<file path="src/rtl/multu_hilo_ctrl.sv">
// Multi-cycle MULTU sequencer owning the architectural HI/LO registers.
// Shift-add unsigned multiply, one multiplier bit per cycle. The block also
// generates the EX-stage interlock and serves MFHI/MFLO reads.
module multu_hilo_ctrl #(
  parameter int unsigned WIDTH = 32
) (
  input  logic             clk,
  input  logic             rst,
  input  logic             start,
  input  logic [WIDTH-1:0] src_a,
  input  logic [WIDTH-1:0] src_b,
  input  logic             mf_req,
  input  logic             mf_sel,
  output logic             stall,
  output logic             busy,
  output logic             done,
  output logic [WIDTH-1:0] hi,
  output logic [WIDTH-1:0] lo,
  output logic [WIDTH-1:0] hilo_rd
);

  localparam int unsigned CNT_W = (WIDTH > 1) ? $clog2(WIDTH) : 1;
  localparam logic [CNT_W-1:0] CNT_LAST = CNT_W'(WIDTH - 1);

  typedef enum logic {
    IDLE = 1'b0,
    RUN  = 1'b1
  } state_t;

  state_t           state, state_n;
  logic [WIDTH-1:0] mcand, mcand_n;
  logic [WIDTH-1:0] mplier, mplier_n;
  logic [WIDTH-1:0] acc, acc_n;
  logic [CNT_W-1:0] cnt, cnt_n;
  logic [WIDTH-1:0] hi_n, lo_n;
  logic             done_n;
  logic [WIDTH:0]   sum;

  // State, datapath and architectural HI/LO registers.
  always_ff @(posedge clk or negedge rst) begin
    if (!rst) begin
      state  <= IDLE;
      mcand  <= '0;
      mplier <= '0;
      acc    <= '0;
      cnt    <= '0;
      hi     <= '0;
      lo     <= '0;
      done   <= 1'b0;
    end else begin
      state  <= state_n;
      mcand  <= mcand_n;
      mplier <= mplier_n;
      acc    <= acc_n;
      cnt    <= cnt_n;
      hi     <= hi_n;
      lo     <= lo_n;
      done   <= done_n;
    end
  end

  // Next-state and datapath: accept in IDLE, one shift-add step per RUN cycle.
  always_comb begin
    state_n  = state;
    mcand_n  = mcand;
    mplier_n = mplier;
    acc_n    = acc;
    cnt_n    = cnt;
    hi_n     = hi;
    lo_n     = lo;
    done_n   = 1'b0;
    // Carry out of the add lands in acc's MSB after the right shift.
    sum      = {1'b0, acc} + (mplier[0] ? {1'b0, mcand} : '0);

    unique case (state)
      IDLE: begin
        if (start) begin
          mcand_n  = src_a;
          mplier_n = src_b;
          acc_n    = '0;
          cnt_n    = '0;
          state_n  = RUN;
        end
      end
      RUN: begin
        acc_n    = sum[WIDTH:1];
        mplier_n = {sum[0], mplier[WIDTH-1:1]};
        cnt_n    = CNT_W'(cnt + 1'b1);
        if (cnt == CNT_LAST) begin
          // HI/LO change only here, so partial products never leak out.
          hi_n    = sum[WIDTH:1];
          lo_n    = {sum[0], mplier[WIDTH-1:1]};
          cnt_n   = '0;
          done_n  = 1'b1;
          state_n = IDLE;
        end
      end
      default: state_n = IDLE;
    endcase
  end

  // Pipeline-facing decode: busy flag, interlock and MFHI/MFLO read port.
  assign busy    = (state == RUN);
  assign stall   = busy & (start | mf_req);
  assign hilo_rd = mf_sel ? hi : lo;

endmodule

</file>
<file path="config.mk">
export PLATFORM = sky130hd
export DESIGN_NAME = multu_hilo_ctrl
export DESIGN_NICKNAME = d
export VERILOG_FILES = /design/src/rtl/multu_hilo_ctrl.sv
export SDC_FILE = /design/constraint.sdc
export NUM_CORES = 1
export LEC_CHECK = 0
export CORE_MARGIN = 3
export CORE_UTILIZATION = 50
export DETAILED_ROUTE_END_ITERATION = 10
export MAX_ROUTING_LAYER = met4
export PLACE_DENSITY = 0.87
export REMOVE_ABC_BUFFERS = 1
export SETUP_SLACK_MARGIN = 0.5
export SLEW_MARGIN = 20
export SYNTH_ARGS = -nofsm -noshare
export SYNTH_HDL_FRONTEND = slang
export SYNTH_SLANG_ARGS = --single-unit
</file>
<file path="constraint.sdc">
create_clock -name clk -period 3.3 [get_ports clk]
set_input_delay 0.33 -clock clk [delete_from_list [all_inputs] [get_ports clk]]
set_output_delay 0.33 -clock clk [all_outputs]
set_load 0.05 [all_outputs]
</file>
==> results of run 1 <==
-- how the worst max path moves through the flow --
stage               endpoint       from  depth (start not counted)  slack [ps]
floorplan             hi[31]       busy                          5       -2340
global placement     acc[29]  mplier[0]                         10         400
detailed placement   acc[29]  mplier[0]                         10         320
CTS                  acc[29]  mplier[0]                         11         450
global route         acc[29]  mplier[0]                         10         350
finish               acc[29]  mplier[0]                         10         480
-- cell usage after synthesis (all sizes together) (9+ instances only) --
master,n,area (sq um)
a21oi,31,170
dfrtp,167,4180
a21o,14,105
xnor2,10,87.6
clkbuf,34,128
mux2,75,845
nand2,197,739
a22o,18,158
nand4,10,62.6
ha,34,425
nor2,25,93.8
buf,16,72.6
and2,37,231
xor2,9,78.8
mux2i,33,330
o21ai,58,290
inv,13,48.8
nand3,14,70.1
-- logic make-up (layout without fill, tap and decap cells) --
logic type	after synthesis	in the layout	synth area share (%)
AND/OR/NAND/NOR	319	319	15.8
adder cells (fa/ha/maj)	35	35	4.93
XOR/XNOR	19	19	1.84
multiplexers	108	108	13.0
flip-flops	167	167	46.2
AO/OA/AOI/OAI	197	197	15.5
buffers and inverters	63	240	2.75
-- critical path, delay by kind of cell, from the launching register on --
family	cells	cell delay (ps)
compound gates	6	1150
buf+inv	1	180
flops	1	420
fa+ha+maj	1	380
simple gates	2	560
-- what timing repair did --
action | in CTS | in global routing
setup endpoints to repair | 25 | 40
resized for setup | 27 | 33
setup buffers | 0 | 7
pin swaps | 3 | 12
hold buffers | 1 | 0
endpoints found under the hold margin | 70 | 0
-- power breakdown --
part,leakage (nW),switching [mW],internal [mW]
sequential,1.96,0.932,3.09
clock,0.264,0.844,1.06
combinational,3.05,5.14,3.28
total,5.27,6.92,7.43
-- metal layers --
layer	routed length [um]	part of all wire, %	vias up	track usage, %
met5	0	0	-	-
met4	765	3.0	0	9.33
met3	1330	5.2	53	5.26
met2	12900	50	260	44.7
met1	10800	42	3785	33.5
li1	-	-	3557	-
-- flip-flops by register name, indices dropped and copies added, names as in the netlist --
signal and cells:
acc 32, hi 32, lo 32, mcand 32
mplier 32, cnt 5, busy 1, done 1
-- cell type report --
| class | count | area share [%] |
|---|---|---|
| timing repair buffer | 196 | 16.2 |
| clock inverter | 10 | 0.833 |
| inverter | 13 | 0.411 |
| tap | 225 | 2.37 |
| clock buffer | 21 | 3.80 |
| multi-input combinational | 678 | 41.2 |
| sequential | 167 | 35.2 |
-- through the flow --
stage	util (%)	TNS (ps)	setup slack (ps)	cell area, sq um
floorplan	-	-147680	-2340	8840
global placement	62.8	0	401	11000
detailed placement	62.8	0	324	11000
CTS	66.8	0	453	11700
global route	67.9	0	354	11900
finish	67.9	0	479	11900
==> summary.md, run 1 <==
| Metric | Value |
|---|---|
| Outcome | complete, no violations |
| Non-Filler Instances | around 1300 |
| Detailed-route wire length per cell | 19.7 um |
| Syn Std Cell Area | 9040 sq um |
| Worst Hold Slack | 422 ps |
| Starting DRT DRC Count | 419 |
| Worst-path clk slew | 60 ps |
| Count of cell types in the netlist | 66 |
| Clock Latency Late Sink | 430 ps |
| Final setup vio count | 0 |
| Overall power | 14.3 mW |
| YS warnings | 0 |
| Routed vias/inst | 5.84 |
| Max FO, Critical Path | 27 |
| First-pass GRT wire length | about 41000 um |
| Pwr Density | 1210 nW/um^2 |
| Worst r2r path cells | 10 |
| Worst Setup End Kind | register |
| Startpoint Class | register |
| Global Route Usage Sum | a little over a quarter |
| Most frequent CP cell | a21o_1 |
| Chip Height | 140 um |
| Syn avg cell area | approximately 10 sq um |
| CP peak stage delay | 420 ps |
| Hold Path Origin | start |
| HPWL after DPL | 18200 um |
| Max IR drop VDD | 919 uV |
| Core area | 17500 sq um |
| Worst Tran Pin Value | 714 ps |
| Die width | 140 um |
| Cells after Synth | around 910 |
| Fin crit share | 85.5% |
| Reg-to-reg slack, setup | 480 ps |
| Buffers added on ports | 167 |
| Slew margin rel. | 52.4% |
| Antenna diodes | 0 |
| Routed WL | 25800 um |
| Commonest cells after routing, fill and taps aside | nand2_1 (194), dfrtp_1 (166), clkdlybuf4s50_1 (165) |
| EDFF count, synth | 0 |
| Largest net degree at the start of global routing | 74 |
| CTS HTree Levels | 4 |
| Primary FF master, synth | dfrtp_1 |
| Setup CP Type | register to register |
| Clk buf depth | 2 |
| Endpoint of the worst hold path | busy |
| CTS tree | built |
| GP Congestion | 0.939 |
| Vias in the first global route | 7924 |
| I/O pin count | 168 |
| DIE AREA | about 20000 sq um |
| Placed Cells | 1271 |
| Crit path DAT | approximately 3100 ps |
| Hold Crit Class | input pin to register |
| Clock Sink Count | around 170 |
| Register area share after synthesis | between 40% and 50% |
| Final Net Count | 1177 |
| Starting Density | 51.7% |
| Max Cap Viol | 0 |
| Root Driver | clkbuf_16 |
| Commonest non-fill, non-tap cell in the layout | nand2_1 |
| Fin. Hold Viols | 0 |
| Area Growth Syn to Fin | 31.3% |
| Seq cells post-synth | 167 |
| Remaining antenna violation count | 0 |
| TritonCTS Buffers | 17 |
| R2r endpoint | acc[29] |
| Max Slew Vio Count | 0 |
| RSZ-0062 raised after global routing | true |
| CP required | 3610 ps |
| Asr flop ratio synth | 100% |
| Fmax achieved | 355 MHz |
| Multi-input logic area | 4890 sq um |
| Post-layout minimum cycle time | roughly 2800 ps |
| Critical path's slowest cell | dfrtp_1 |
| Residual DRC count | 0 |
| # fillers | 1325 |
| Reg-to-reg startpoint | mplier[0] |
| Cell Chain, Critical Path | buf_12, and2_1, ha_1, a21o_1, o21bai_1, a21o_1, a21oi_1, o21ai_0, or3_1, a32o_1 |
| Register Area | about 4200 sq um |
| Gr ovfl total | 0 |
| Hold depth | 3 |
| Row count | 48 |
| Routed vias | 7655 |
| Leakage | 5.27 nW |
| First-pass detailed-route iteration total | 5 |
| Initial antenna violation count | 0 |
| Fin Clk Skew | 10.3 ps |
| Ratio of cells with drive above 1 in the final layout | 17.7% |
Note: power is estimated with default switching activity, not from simulation.
==> run 2: changes to the inputs <==
CORE_MARGIN = 2   (was 3)
==> run 2 against run 1 <==
Compared with the run above: fmax decreased by 1.7%; power is 2.0% higher; cell area is 1.3% higher; die area fell by 2.8%; sequential share of layout area shrank 0.45 points; core utilization shrank 0.52 points; hold slack worse by 44 ps.
==> summary.md, run 2 (synthesis gave the netlist of run 1 again) <==
| Metric | Value |
|---|---|
| Largest net degree at the start of global routing | 87 (was 74) |
| Pwr Density | 1220 nW/um^2 (was 1210 nW/um^2) |
| Post-layout minimum cycle time | 2870 ps (was 2820 ps) |
| Commonest non-fill, non-tap cell in the layout | nand2_1 (unchanged) |
| Overall power | 14.6 mW (was 14.3 mW) |
| Routed vias | 7719 (was 7655) |
| Buffers added on ports | 167 (unchanged) |
| Max Cap Viol | 0 (unchanged) |
| Setup CP Type | register to register (unchanged) |
| Clock power share | 13.7% (was 13.3%) |
| Initial antenna violation count | 0 (unchanged) |
| Logic pwr share | 59.0% (was 58.7%) |
| First-pass GRT wire length | 41400 um (about the same) |
| Final setup vio count | 0 (unchanged) |
| Row count | 49 (was 48) |
| Vias in the first global route | 7763 (was 7924) |
| Hold Crit Class | input pin to register (unchanged) |
| Clock Latency Late Sink | 430 ps (about the same) |
| First-pass detailed-route iteration total | 5 (unchanged) |
| Switching share of power | 48.2% (about the same) |
| Crit path DAT | 3190 ps (was 3130 ps) |
| Reg-to-reg startpoint | mplier[0] (unchanged) |
| Hold Path Origin | start (unchanged) |
| Ratio of cells with drive above 1 in the final layout | 19.4% (was 17.7%) |
| Antenna diodes | 0 (unchanged) |
| Fin. Hold Viols | 0 (unchanged) |
| Worst Hold Slack | 379 ps (was 422 ps) |
| Seq pwr share | 27.3% (was 28.0%) |
| CTS HTree Levels | 4 (unchanged) |
| Max Slew Vio Count | 0 (unchanged) |
| I/O pin count | 168 (unchanged) |
| Detailed-route wire length per cell | 19.8 um (was 19.7 um) |
| # fillers | 1372 (was 1325) |
| Internal power | 7.58 mW (was 7.43 mW) |
| Commonest cells after routing, fill and taps aside | nand2_1 (194), dfrtp_1 (166), clkdlybuf4s50_1 (164) (was nand2_1 (194), dfrtp_1 (166), clkdlybuf4s50_1 (165)) |
| Max FO, Critical Path | 4 (was 27) |
| Switching Power | 7.05 mW (was 6.92 mW) |
| CP required | 3620 ps (was 3610 ps) |
| DIE AREA | 19200 sq um (was 19700 sq um) |
| Root Driver | clkbuf_16 (unchanged) |
| Fin crit share | 86.9% (was 85.5%) |
| Core area | 17800 sq um (was 17500 sq um) |
| Leakage | 5.31 nW (was 5.27 nW) |
| Worst Tran Pin Value | 928 ps (was 714 ps) |
| Global Route Usage Sum | 27.7% (was 27.1%) |
| Starting DRT DRC Count | 493 (was 419) |
| Clk buf depth | 2 (unchanged) |
| Final Net Count | 1181 (was 1177) |
| Sum Neg Setup Slack | 0 ps (unchanged) |
| TritonCTS Buffers | 17 (unchanged) |
| Die width | 138 um (was 140 um) |
| Area Growth Syn to Fin | 33.0% (was 31.3%) |
| CTS tree | built (unchanged) |
| Worst Setup End Kind | register (unchanged) |
| Routed vias/inst | 5.86 (was 5.84) |
| Final instance area | 12000 sq um (was 11900 sq um) |
| Residual DRC count | 0 (unchanged) |
| Max IR drop VDD | 991 uV (was 919 uV) |
| Gr ovfl total | 0 (unchanged) |
| GP Congestion | 0.978 (was 0.939) |
| HPWL after DPL | 18200 um (about the same) |
| Fin Clk Skew | 12.1 ps (was 10.3 ps) |
| Worst-path clk slew | 70 ps (was 60 ps) |
| Outcome | complete, no violations (unchanged) |
| Cell Area, Placed | 11000 sq um (about the same) |
| Chip Height | 138 um (was 140 um) |
| Starting Density | 50.7% (was 51.7%) |
| Clock Sink Count | 167 (unchanged) |
| Crit path launch | mplier[0] (unchanged) |
| Remaining antenna violation count | 0 (unchanged) |
| Slew margin rel. | 38.1% (was 52.4%) |
| Startpoint Class | register (unchanged) |
| Routed WL | 26100 um (was 25800 um) |
| Fmax achieved | 349 MHz (was 355 MHz) |
| RSZ-0062 raised after global routing | true (unchanged) |
-- run 2: cell count changes in the layout (fill, tap and decap cells not counted), moves of 2 or more --
cell,before,now
o21ai_0,54,50
a21oi_2,5,8
clkbuf_1,3,0
a21oi_1,23,21
buf_4,25,27
buf_6,2,4
ha_1,19,17
inv_8,0,2
o21ai_1,2,4
-- run 2: worst max-delay path, cell delays in order (launching register included) --
cell and delay, ps:
dfrtp_1 420, and2_1 160, ha_2 190, inv_2 40
fa_2 370, nor2b_4 160, o2111ai_4 160, a21oi_4 260
o2111ai_4 210, a2111oi_4 400, o21ai_1 130, a32o_1 260
-- run 2: timing repair --
action	4_1_cts	5_1_grt
hold endpoints to repair	35	0
setup buffers	1	12
endpoints found under the setup margin	27	36
hold buffers	1	0
pin swaps	4	13
resized for setup	28	53
-- run 2: routing by layer --
metal | up-vias | track usage [%] | wire length (um)
li1 | 3569 | - | -
met1 | 3843 | 33.7 | 10700
met2 | 269 | 48.2 | 13700
met3 | 38 | 4.54 | 1150
met4 | 0 | 7.09 | 533
met5 | - | - | 0
-- run 2: path summary, 6_finish.rpt --
path	slack [ps]	depth (start not counted)	to
min in group asynchronous	530	2	mcand[9]
max	430	11	acc[29]
min reg2reg	500	2	lo[11]
max reg2reg	430	11	acc[29]
min	380	2	cnt[2]
max in group asynchronous	1960	3	lo[8]
-- run 2: per-stage QoR --
stage | utilization (%) | setup WS (ps) | instances
finish | 67.4 | 431 | 1318
CTS | 65.6 | 472 | 1306
detailed placement | 61.4 | 318 | 1273
floorplan | - | -2340 | 858
global route | 67.4 | 325 | 1318
global placement | 61.4 | 395 | 1273
-- run 2: layout make-up --
class                   instances  area, sq um  area share (%)
clock buffers                  18          439            3.65
clock inverters                13          148            1.23
inverters                      13         48.8           0.406
multi-input cells             678         4970            41.3
flip-flops and latches        167         4180            34.8
well taps                     229          287            2.38
repair buffers                200         1950            16.2
-- run 2: power by group through the flow --
stage	clock network [mW]	registers [mW]	logic, mW
after CTS	2.02	3.99	8.23
final	2.01	4.00	8.63
after floorplan	0	5.09	4.20
after global placement	0	3.95	7.84
after global routing	2.12	4.13	9.19
after detailed placement	0	3.98	7.99
==> run 3: changes to the inputs <==
CORE_UTILIZATION = 30   (was 50)
PLACE_DENSITY = 0.61   (was 0.87)
==> run 3 against run 2 <==
Compared with the run above: sequential cell count unchanged; cell count grew 12%; wire length is 2.9% higher; core utilization shrank 27 points; sequential power about the same; hold slack gained 48 ps; cell area increased by 0.67%; power shrank 1.6%; die area rose by 65%; fmax increased by 0.77%; sequential share of layout area down 0.23 points.
==> summary.md, run 3 (synthesis gave the netlist of run 1 again) <==
| Metric | Value |
|---|---|
| Detailed-route wire length per cell | 18.2 um (was 19.8 um) |
| # fillers | 2966 (was 1372) |
| Startpoint Class | register (unchanged) |
| Fin crit share | 86.3% (was 86.9%) |
| Row count | 63 (was 49) |
| Fin Clk Skew | 6.98 ps (was 12.1 ps) |
| Initial antenna violation count | 0 (unchanged) |
| Clock Sink Count | 167 (unchanged) |
| Residual DRC count | 0 (unchanged) |
| Hold Crit Class | input pin to register (unchanged) |
| Die width | 178 um (was 138 um) |
| RSZ-0062 raised after global routing | true (unchanged) |
| I/O pin count | 168 (unchanged) |
| Leakage | 5.29 nW (was 5.31 nW) |
| Max Cap Viol | 0 (unchanged) |
| Worst Hold Slack | 426 ps (was 379 ps) |
| Reg-to-reg slack, setup | 450 ps (was 430 ps) |
| Remaining antenna violation count | 0 (unchanged) |
| Post-layout minimum cycle time | 2850 ps (was 2870 ps) |
| Commonest cells after routing, fill and taps aside | nand2_1 (195), dfrtp_1 (166), clkdlybuf4s50_1 (164) (was nand2_1 (194), dfrtp_1 (166), clkdlybuf4s50_1 (164)) |
| First-pass GRT wire length | 42100 um (was 41400 um) |
| Commonest non-fill, non-tap cell in the layout | nand2_1 (unchanged) |
| Slew margin rel. | 42.1% (was 38.1%) |
| Gr ovfl total | 0 (unchanged) |
| Max Slew Vio Count | 0 (unchanged) |
| Vias in the first global route | 7389 (was 7763) |
| CP required | 3620 ps (about the same) |
| Ratio of cells with drive above 1 in the final layout | 17.1% (was 19.4%) |
| Area Growth Syn to Fin | 33.9% (was 33.0%) |
| Overall power | 14.4 mW (was 14.6 mW) |
| Final setup vio count | 0 (unchanged) |
| Starting Density | 30.5% (was 50.7%) |
| Fmax achieved | 351 MHz (was 349 MHz) |
| Global Route Usage Sum | 17.9% (was 27.7%) |
| Outcome | complete, no violations (unchanged) |
| Pwr Density | 1190 nW/um^2 (was 1220 nW/um^2) |
| Buffers added on ports | 167 (unchanged) |
| First-pass detailed-route iteration total | 5 (unchanged) |
| TritonCTS Buffers | 17 (unchanged) |
| Core area | 29600 sq um (was 17800 sq um) |
| GP Congestion | 0.889 (was 0.978) |
| Clk buf depth | 2 (unchanged) |
| Antenna diodes | 0 (unchanged) |
| Starting DRT DRC Count | 423 (was 493) |
| HPWL after DPL | 19600 um (was 18200 um) |
| Routed vias | 7384 (was 7719) |
| Worst Setup End Kind | register (unchanged) |
| Setup CP Type | register to register (unchanged) |
| Final Net Count | 1176 (was 1181) |
| Crit path DAT | 3170 ps (was 3190 ps) |
| Final instance area | 12100 sq um (was 12000 sq um) |
| Max FO, Critical Path | 32 (was 4) |
| Routed vias/inst | 5.01 (was 5.86) |
| Clock Latency Late Sink | 440 ps (was 430 ps) |
| Cell Area, Placed | 11200 sq um (was 11000 sq um) |
| Largest net degree at the start of global routing | 82 (was 87) |
| Fin. Hold Viols | 0 (unchanged) |
| Routed WL | 26900 um (was 26100 um) |
| DIE AREA | 31500 sq um (was 19200 sq um) |
| Worst Tran Pin Value | 866 ps (was 928 ps) |
| Worst-path clk slew | 60 ps (was 70 ps) |
| CTS HTree Levels | 4 (unchanged) |
| Max IR drop VDD | 702 uV (was 991 uV) |
| CTS tree | built (unchanged) |
| Root Driver | clkbuf_16 (unchanged) |
| Chip Height | 178 um (was 138 um) |
run 3: layer usage:
metal	GRT usage, %	part of all wire (%)	vias to the layer above
li1	-	-	3558
met1	23.2	46	3605
met2	29.3	48	202
met3	3.49	4.8	19
met4	3.28	0.89	0
met5	-	0	-
run 3: metrics by stage:
step / TNS (ps) / setup slack (ps) / utilization, % / instances
after floorplan: -147680 / -2340 / - / 858
after CTS: 0 / 454 / 40.5 / 1473
after detailed placement: 0 / 274 / 37.7 / 1434
after global routing: 0 / 355 / 40.8 / 1475
after global placement: 0 / 335 / 37.7 / 1434
final: 0 / 453 / 40.8 / 1475
run 3: worst paths after layout:
check | start | end | cells after the start
max reg2reg | mplier[0] | acc[29] | 10
max | mplier[0] | acc[29] | 10
min | start | cnt[1] | 2
min in group asynchronous | rst | lo[5] | 2
max in group asynchronous | rst | acc[25] | 3
min reg2reg | acc[26] | acc[26] | 2
run 3: final cells by class:
class / count / area, sq um / share of cell area, %
clock inverters: 11 / 123 / 1.01
multi-input cells: 678 / 4870 / 40.2
repair buffers: 195 / 1930 / 15.9
well taps: 390 / 488 / 4.03
inverters: 13 / 48.8 / 0.403
clock buffers: 21 / 460 / 3.80
flip-flops and latches: 167 / 4180 / 34.6
run 3: critical path, cell delays in order (launching register included):
cell       delay [ps]
dfrtp_1           410
buf_12            170
and2_1            160
ha_2              420
nand4_1           170
nor2_2            210
nand4_1           120
o211a_1           240
a2111oi_4         420
o21ai_1           130
a32o_1            270
run 3: report_power, final:
group	internal [mW]	total, mW	switching [mW]
sequential	3.09	3.97	0.881
combinational	3.32	8.43	5.11
clock	1.16	2.01	0.856
total	7.56	14.4	6.85
run 3: timing repair:
action | 4_1_cts | 5_1_grt
pin swaps | 7 | 7
endpoints found under the setup margin | 33 | 30
hold buffers | 1 | 0
gates resized for setup | 30 | 19
hold endpoints to repair | 21 | 0
buffers inserted | 6 | 2
